$ cat config.mk
export PLATFORM = sky130hd
export DESIGN_NAME = rb_sequencer
export DESIGN_NICKNAME = d
export VERILOG_FILES = /design/src/rtl/rb_sequencer.sv
export SDC_FILE = /design/constraint.sdc
export NUM_CORES = 1
export LEC_CHECK = 0
export BUFFER_PORTS_ARGS = -buffer_cell sky130_fd_sc_hd__buf_2
export CAP_MARGIN = 20
export CORE_UTILIZATION = 38
export CTS_CLUSTER_DIAMETER = 60
export DETAILED_ROUTE_END_ITERATION = 12
export HOLD_SLACK_MARGIN = 0.12
export PLACE_DENSITY = 0.7
export SLEW_MARGIN = 20
export SYNTH_ARGS = -nofsm -noshare
export SYNTH_HDL_FRONTEND = slang
export SYNTH_SLANG_ARGS = --single-unit
$ cat constraint.sdc
create_clock -name clk -period 4.8 [get_ports clk]
set_clock_uncertainty 0.15 [all_clocks]
set_input_delay 0.96 -clock clk [delete_from_list [all_inputs] [get_ports clk]]
set_output_delay 0.96 -clock clk [all_outputs]
set_load 0.005 [all_outputs]
$ cat src/rtl/rb_sequencer.sv
// rb_sequencer: register-bank/ALU control sequencer with registered outputs.
module rb_sequencer #(
  parameter int ALU_LAT = 1
) (
  input  logic        clk,
  input  logic        res,
  input  logic [15:0] instr,
  input  logic        instr_valid,
  output logic        instr_ready,
  output logic [2:0]  in_mux_add,
  output logic        write_en,
  output logic [3:0]  reg_add,
  output logic [7:0]  cu_const,
  output logic [3:0]  out_mux_add,
  output logic [2:0]  alu_op,
  output logic        alu_start,
  output logic        done,
  output logic        err,
  output logic [7:0]  retired
);
  localparam logic [3:0] OP_NOP = 4'd0, OP_LDA = 4'd1, OP_LDB = 4'd2, OP_LDI = 4'd3,
                         OP_MOV = 4'd4, OP_ALU = 4'd5;
  typedef enum logic [2:0] {IDLE, WRITE, MOV_SEL, ALU_ISSUE, ALU_WAIT} state_t;
  state_t      state_q, state_d;
  logic [3:0]  opc_q, opc_d, rd_q, rd_d, cnt_q, cnt_d;
  logic [7:0]  imm_q, imm_d;
  logic        instr_ready_q, instr_ready_d, write_en_q, write_en_d;
  logic        alu_start_q, alu_start_d, done_q, done_d, err_q, err_d;
  logic [2:0]  in_mux_add_q, in_mux_add_d, alu_op_q, alu_op_d;
  logic [3:0]  reg_add_q, reg_add_d, out_mux_add_q, out_mux_add_d;
  logic [7:0]  cu_const_q, cu_const_d, retired_q, retired_d;
  logic        accept;
  assign accept      = instr_valid & instr_ready_q;
  assign instr_ready = instr_ready_q;
  assign in_mux_add  = in_mux_add_q;
  assign write_en    = write_en_q;
  assign reg_add     = reg_add_q;
  assign cu_const    = cu_const_q;
  assign out_mux_add = out_mux_add_q;
  assign alu_op      = alu_op_q;
  assign alu_start   = alu_start_q;
  assign done        = done_q;
  assign err         = err_q;
  assign retired     = retired_q;
  always_comb begin
    state_d       = state_q;
    opc_d         = opc_q;
    rd_d          = rd_q;
    imm_d         = imm_q;
    cnt_d         = cnt_q;
    err_d         = err_q;
    done_d        = 1'b0;
    write_en_d    = 1'b0;
    alu_start_d   = 1'b0;
    in_mux_add_d  = in_mux_add_q;
    reg_add_d     = reg_add_q;
    cu_const_d    = cu_const_q;
    out_mux_add_d = out_mux_add_q;
    alu_op_d      = alu_op_q;
    case (state_q)
      IDLE: if (accept) begin
        opc_d = instr[15:12];
        rd_d  = instr[11:8];
        imm_d = instr[7:0];
        case (instr[15:12])
          OP_LDA, OP_LDB, OP_LDI: state_d = WRITE;
          OP_MOV:                 state_d = MOV_SEL;
          OP_ALU:                 state_d = ALU_ISSUE;
          OP_NOP:                 done_d  = 1'b1;
          default:                err_d   = 1'b1;
        endcase
      end
      MOV_SEL: state_d = WRITE;
      // cnt counts the remaining ALU_WAIT cycles after the first one
      ALU_ISSUE: begin
        state_d = (ALU_LAT == 1) ? WRITE : ALU_WAIT;
        cnt_d   = 4'(ALU_LAT - 2);
      end
      ALU_WAIT: begin
        state_d = (cnt_q == 4'd0) ? WRITE : ALU_WAIT;
        cnt_d   = cnt_q - 4'd1;
      end
      default: state_d = IDLE;
    endcase
    // outputs are decoded from the next state so they appear registered with it
    if (state_d == WRITE) begin
      write_en_d    = 1'b1;
      done_d        = 1'b1;
      reg_add_d     = rd_d;
      in_mux_add_d  = (opc_d == OP_LDA) ? 3'b000 :
                      (opc_d == OP_LDB) ? 3'b001 :
                      (opc_d == OP_LDI) ? 3'b010 :
                      (opc_d == OP_MOV) ? 3'b100 : 3'b011;
      cu_const_d    = (opc_d == OP_LDI) ? imm_d : cu_const_q;
      out_mux_add_d = (opc_d == OP_MOV) ? imm_d[7:4] : out_mux_add_q;
    end
    if (state_d == MOV_SEL) out_mux_add_d = imm_d[7:4];
    if (state_d == ALU_ISSUE) begin
      alu_start_d = 1'b1;
      alu_op_d    = imm_d[2:0];
    end
    instr_ready_d = (state_d == IDLE);
    retired_d     = retired_q + 8'(done_d);
  end
  always_ff @(posedge clk or negedge res) begin
    if (!res) begin
      state_q       <= IDLE;
      opc_q         <= '0;
      rd_q          <= '0;
      imm_q         <= '0;
      cnt_q         <= '0;
      instr_ready_q <= 1'b1;
      in_mux_add_q  <= '0;
      write_en_q    <= 1'b0;
      reg_add_q     <= '0;
      cu_const_q    <= '0;
      out_mux_add_q <= '0;
      alu_op_q      <= '0;
      alu_start_q   <= 1'b0;
      done_q        <= 1'b0;
      err_q         <= 1'b0;
      retired_q     <= '0;
    end else begin
      state_q       <= state_d;
      opc_q         <= opc_d;
      rd_q          <= rd_d;
      imm_q         <= imm_d;
      cnt_q         <= cnt_d;
      instr_ready_q <= instr_ready_d;
      in_mux_add_q  <= in_mux_add_d;
      write_en_q    <= write_en_d;
      reg_add_q     <= reg_add_d;
      cu_const_q    <= cu_const_d;
      out_mux_add_q <= out_mux_add_d;
      alu_op_q      <= alu_op_d;
      alu_start_q   <= alu_start_d;
      done_q        <= done_d;
      err_q         <= err_d;
      retired_q     <= retired_d;
    end
  end
endmodule
[Word-level counts from Yosys, hierarchy flattened]
Cells that the tools add are included.
Cells by class
  bitwise logic cells: 2
  muxes and demuxes: 24
  equal/unequal tests: 15
  add/sub/neg operators: 2
  reduce and logical (&&, ||, !) cells: 13
Operators with widths (count)
  2-to-1 mux 4 bit: 7
  2-to-1 mux 3 bit: 6
  one-hot mux 3 bit (3 select lines): 2
  equality test 4 x 2 -> 1 bit (second input constant): 4
  2-to-1 mux 8 bit: 2
  equality test 3 x 2 -> 1 bit (second input constant): 4
  equality test 4 x 3 -> 1 bit (second input constant): 3
  adder 8 x 1 -> 8 bit: 1
  equality test 4 x 1 -> 1 bit (second input constant): 2
  zero test 4 bit: 2
  one-hot mux 4 bit (2 select lines): 1
  zero test 3 bit: 2
  2-to-1 mux 1 bit: 6
  nonzero test 2 bit: 3
  OR reduction 6 bit: 1
  AND reduction 2 bit: 2
  subtractor 4 x 1 -> 4 bit (second input constant): 1
  equality test 3 x 1 -> 1 bit (second input constant): 1
  equality test 3 bit (second input constant): 1
  AND reduction 3 bit: 1
  OR reduction 3 bit: 1
  OR reduction 2 bit: 1
  AND 1 bit: 1
  NOT 1 bit: 1
Storage, ports and cells
  logic and storage cells: 72
  bits in registers: 58

[Logic depth before layout (Yosys ltp)]
  word-level depth: 8
  depth in mapped cells: 11
  gate-level depth less buffers: 11

[Worst setup path after synthesis]
Ideal clock, no wire load.
  path type: input-to-reg
  start: in instr[13]
  end: reg retired_q[6], in the netlist retired[6]
  data arrival time: 2683 ps
  path buffers: 1
  data required time: 4525 ps
  stages on the path: 10
  setup slack: 1842 ps
  setup time: 125 ps
  cell sequence: buf_4 -> or3b_4 -> a2bb2oi_2 -> o22ai_4 -> o21ai_1 -> ha_1 -> ha_1 -> nand3_1 -> nor2_1 -> xor2_1
Between the ends
  longest elaborated chain between the ends: 8
Ends and longest elaborated chain
  start, declared: line 7  | input logic [15:0] instr,
  equality test 4 x 1 -> 1 bit or equality test 4 x 2 -> 1 bit (tied branches): line 65  | case (instr[15:12])
  OR reduction 3 bit: line 65
  one-hot mux 3 bit (3 select lines): line 65
  2-to-1 mux 3 bit: line 61  | IDLE: if (accept) begin
  one-hot mux 3 bit (3 select lines): line 60  | case (state_q)
  equality test 3 x 1 -> 1 bit: line 86  | if (state_d == WRITE) begin
  2-to-1 mux 1 bit (*): line 86
  net done_d: line 28  | logic alu_start_q, alu_start_d, done_q, done_d, err_q, err_d;
  adder 8 x 1 -> 8 bit (*): line 103  | retired_d = retired_q + 8'(done_d);
  net retired_d[6]: line 31  | logic [7:0] cu_const_q, cu_const_d, retired_q, retired_d;
  end signal, assigned: line 139  | retired_q <= retired_d;
  end, declared: line 31
The timed path passes the listed nets; every way through them passes the cells marked *.
A chain may end at the register's enable or synchronous reset.

[Worst setup path after layout]
Ends and elaborated chain as after synthesis.

==> summary.txt <==
outcome = finished with violations
failing checks = design-rule violations
post-synthesis simple-gate area fraction = 13.5%
first-pass GRT wire length = 8350 µm
most frequent CP cell = ha_1
H-tree Lvls = 3
Reg clk slew, reported paths = 70 ps
top_reg_cell synth = dfrtp_1
CP Class = primary input to flip-flop
Async SR Flop Fraction = 100%
Critical Path, Cell by Cell = buf_2, or3b_4, a2bb2oi_2, o22ai_4, o21ai_1, ha_1, ha_1, nand3_1, nor2_1, xor2_1
number of max-cap violations = 0
routability cong. = 0.772
Routed WL = 5020 µm
Lkg Pwr = 0.00160 µW
crit path max fanout = 8
initial core utilization = 40.0%
Synth area leader = dfrtp_1
n_diodes = 0
PD cells = 503 nW/µm²
Crit. End Element = flip-flop
Worst Tran Pin Value = 720 ps
I/O pins = 54
slowest stage cell on the critical path = or3b_4
slowest cell delay on critical path = 450 ps
r2r setup slk = 2200 ps
worst path arrival time = 2860 ps
layout cells sized above 1 = 36.6%
CTS tree = done
Yosys top cell area share = 55.6%
Post-Synth Adder-Cell Area = 1.46%
worst skew pair latency = 330 ps
Startpoint Class = primary input
Post-synth EDFFs = 0
Placeable Area = 6420 µm²
Max Slew Vio Count = 0
RR Endpoint = retired[6]
Port Buf Inserts = 53
CTS Buf Count = 9
root buffer cell = clkbuf_8
Hold Fails Final Rpt = 0
P&R area growth vs syn = 22.6%
Synth Area in XOR/XNOR = 2.73%
fmax = 358 MHz
num rows = 29
via density per instance = 4.99
DR iter-0 viols = 79
unrepaired setup endpoints after global routing = false
Worst VDD drop = 0.000258 V
DRT antenna net count = 0
Hold Crit Class = flip-flop to flip-flop
Final Critical Period = 2790 ps
post-CTS sizing = 0
final setup margin = 2010 ps
Max-slew headroom = 52.0%
Hold Crit Depth = 1
post-synthesis mux area share = 15.4%
setup bufs post-CTS = 0
worst-case clock buffer depth = 2
Yosys cell types = 46
total number of vias = 1706
Final Power = 1580 µW
overall die area = 7090 µm²
Pre-Repair DR Iteration Count = 8
sequential share of the synthesized area = 56.6%
grt total ovfl = 0
Post-CTS Hold Buffers = 0
Synth warnings = 0
synthesized area per cell = 12.8 µm²
mapped cell area = 2570 µm²
GRT Total Usage = 15.7%
dpl ws = 1650 ps
critical path required time = 4870 ps
Die H = 84.2 µm
worst setup path start = instr[13]
largest cells by area after synthesis = dfrtp_1, mux2_1, mux2_4
FF-to-FF Start = cnt_q[0]
FF-to-FF path depth = 11
CP endpoint = retired[6]
DP HPWL = 3500 µm
clock sink count = 58
flops & latches, synth = 58
Synth top cells by count = dfrtp_1, nand2_1, mux2_1
die width = 84.2 µm
Layout Nets = 282
fin crit share = 58.1%
WL/cell = 14.7 µm
initial antenna violation count = 0
Syn Inst Count = 201
setup TNS = 0 ps
post-route cell area = 3150 µm²
complex-gate fraction of the synthesized area = 7.61%
Final Util = 49.0%
vias in the first global route = 1725
syn nets = 223
setup violators final = 0
largest family of logic cells by synthesized area = multiplexers
most common cell in the netlist = dfrtp_1
Cell Area, Placed = 2890 µm²
largest net degree at the start of global routing = 59
drt drc = 9
[routing by layer]
layer  vias to the layer above  track usage [%]  part of all wire, %
li1                        814                -                    -
met3                         7             4.82                  6.0
met2                        49             23.0                   45
met1                       836             20.9                   48
met5                         -                0                    0
met4                         0             8.46                  1.5
[worst max-delay path: cells and delay by family]
| kind | cells | cell delay [ps] |
|---|---|---|
| simple gates | 3 | 630 |
| buf+inv | 1 | 150 |
| fa+ha+maj | 2 | 440 |
| xor+xnor | 1 | 130 |
| compound gates | 3 | 550 |
[report_power, final]
part | total, µW | switching, µW | internal [µW]
clock network | 566 | 195 | 371
registers | 697 | 81.6 | 615
logic | 318 | 142 | 177
[cells by family after synthesis]
group / after synthesis
buffers and inverters: 14
xor gates and xnor gates: 8
AOI/OAI and AO/OA: 24
adders and majority gates: 3
DFF: 58
muxes: 33
and+or+nand+nor: 61
[how the worst min path moves through the flow]
stage | start | slack (ps) | endpoint
final | err | 310 | err
after global routing | retired[7] | 330 | retired[7]
after CTS | err | 320 | err
after detailed placement | err | 300 | err
after global placement | err | 290 | err
after floorplan | err | 300 | err
[sequential cells by signal, summed over array words and instances, names as in the netlist, 3 cells and up]
| register | cells |
|---|---|
| alu_op | 3 |
| in_mux_add | 3 |
| cu_const | 8 |
| out_mux_add | 4 |
| retired | 8 |
| state_q | 3 |
| rd_q | 4 |
| imm_q | 8 |
| opc_q | 4 |
| cnt_q | 4 |
| reg_add | 4 |
[layout make-up]
class	count	area, µm²
fillers	589	3280
flip-flops and latches	58	1450
multi-input cells	129	1040
repair buffers	54	273
clock buffers	11	151
clock inverters	5	100
well taps	77	96.3
inverters	8	30.0
[cell usage in the layout (no fill, tap or decap), types with 2 or more instances in the layout]
cell type | netlist | layout
nor2b_1 | 2 | 2
xor2_1 | 3 | 3
nand4_1 | 3 | 3
a21oi_1 | 3 | 3
mux2_2 | 8 | 8
nand2_1 | 24 | 24
clkinv_2 | 0 | 2
o211ai_1 | 2 | 2
nor4_1 | 2 | 2
nor2_1 | 12 | 12
a21o_1 | 4 | 4
clkbuf_8 | 0 | 11
nand2b_1 | 2 | 2
dfrtp_1 | 57 | 57
xnor2_1 | 5 | 5
inv_1 | 7 | 7
mux2_4 | 7 | 7
nand3_1 | 3 | 3
ha_1 | 3 | 3
buf_2 | 3 | 53
bufinv_16 | 0 | 3
mux2i_1 | 3 | 3
nor3_1 | 2 | 2
o21ai_0 | 6 | 6
mux2_1 | 15 | 15
[per-stage QoR]
stage,hold slack [ps],instances
2_1_floorplan,301,201
5_1_grt,332,342
3_3_place_gp,285,326
6_report,308,342
3_5_place_dp,300,326
4_1_cts,317,342
Power figures use the tool's default switching activity.
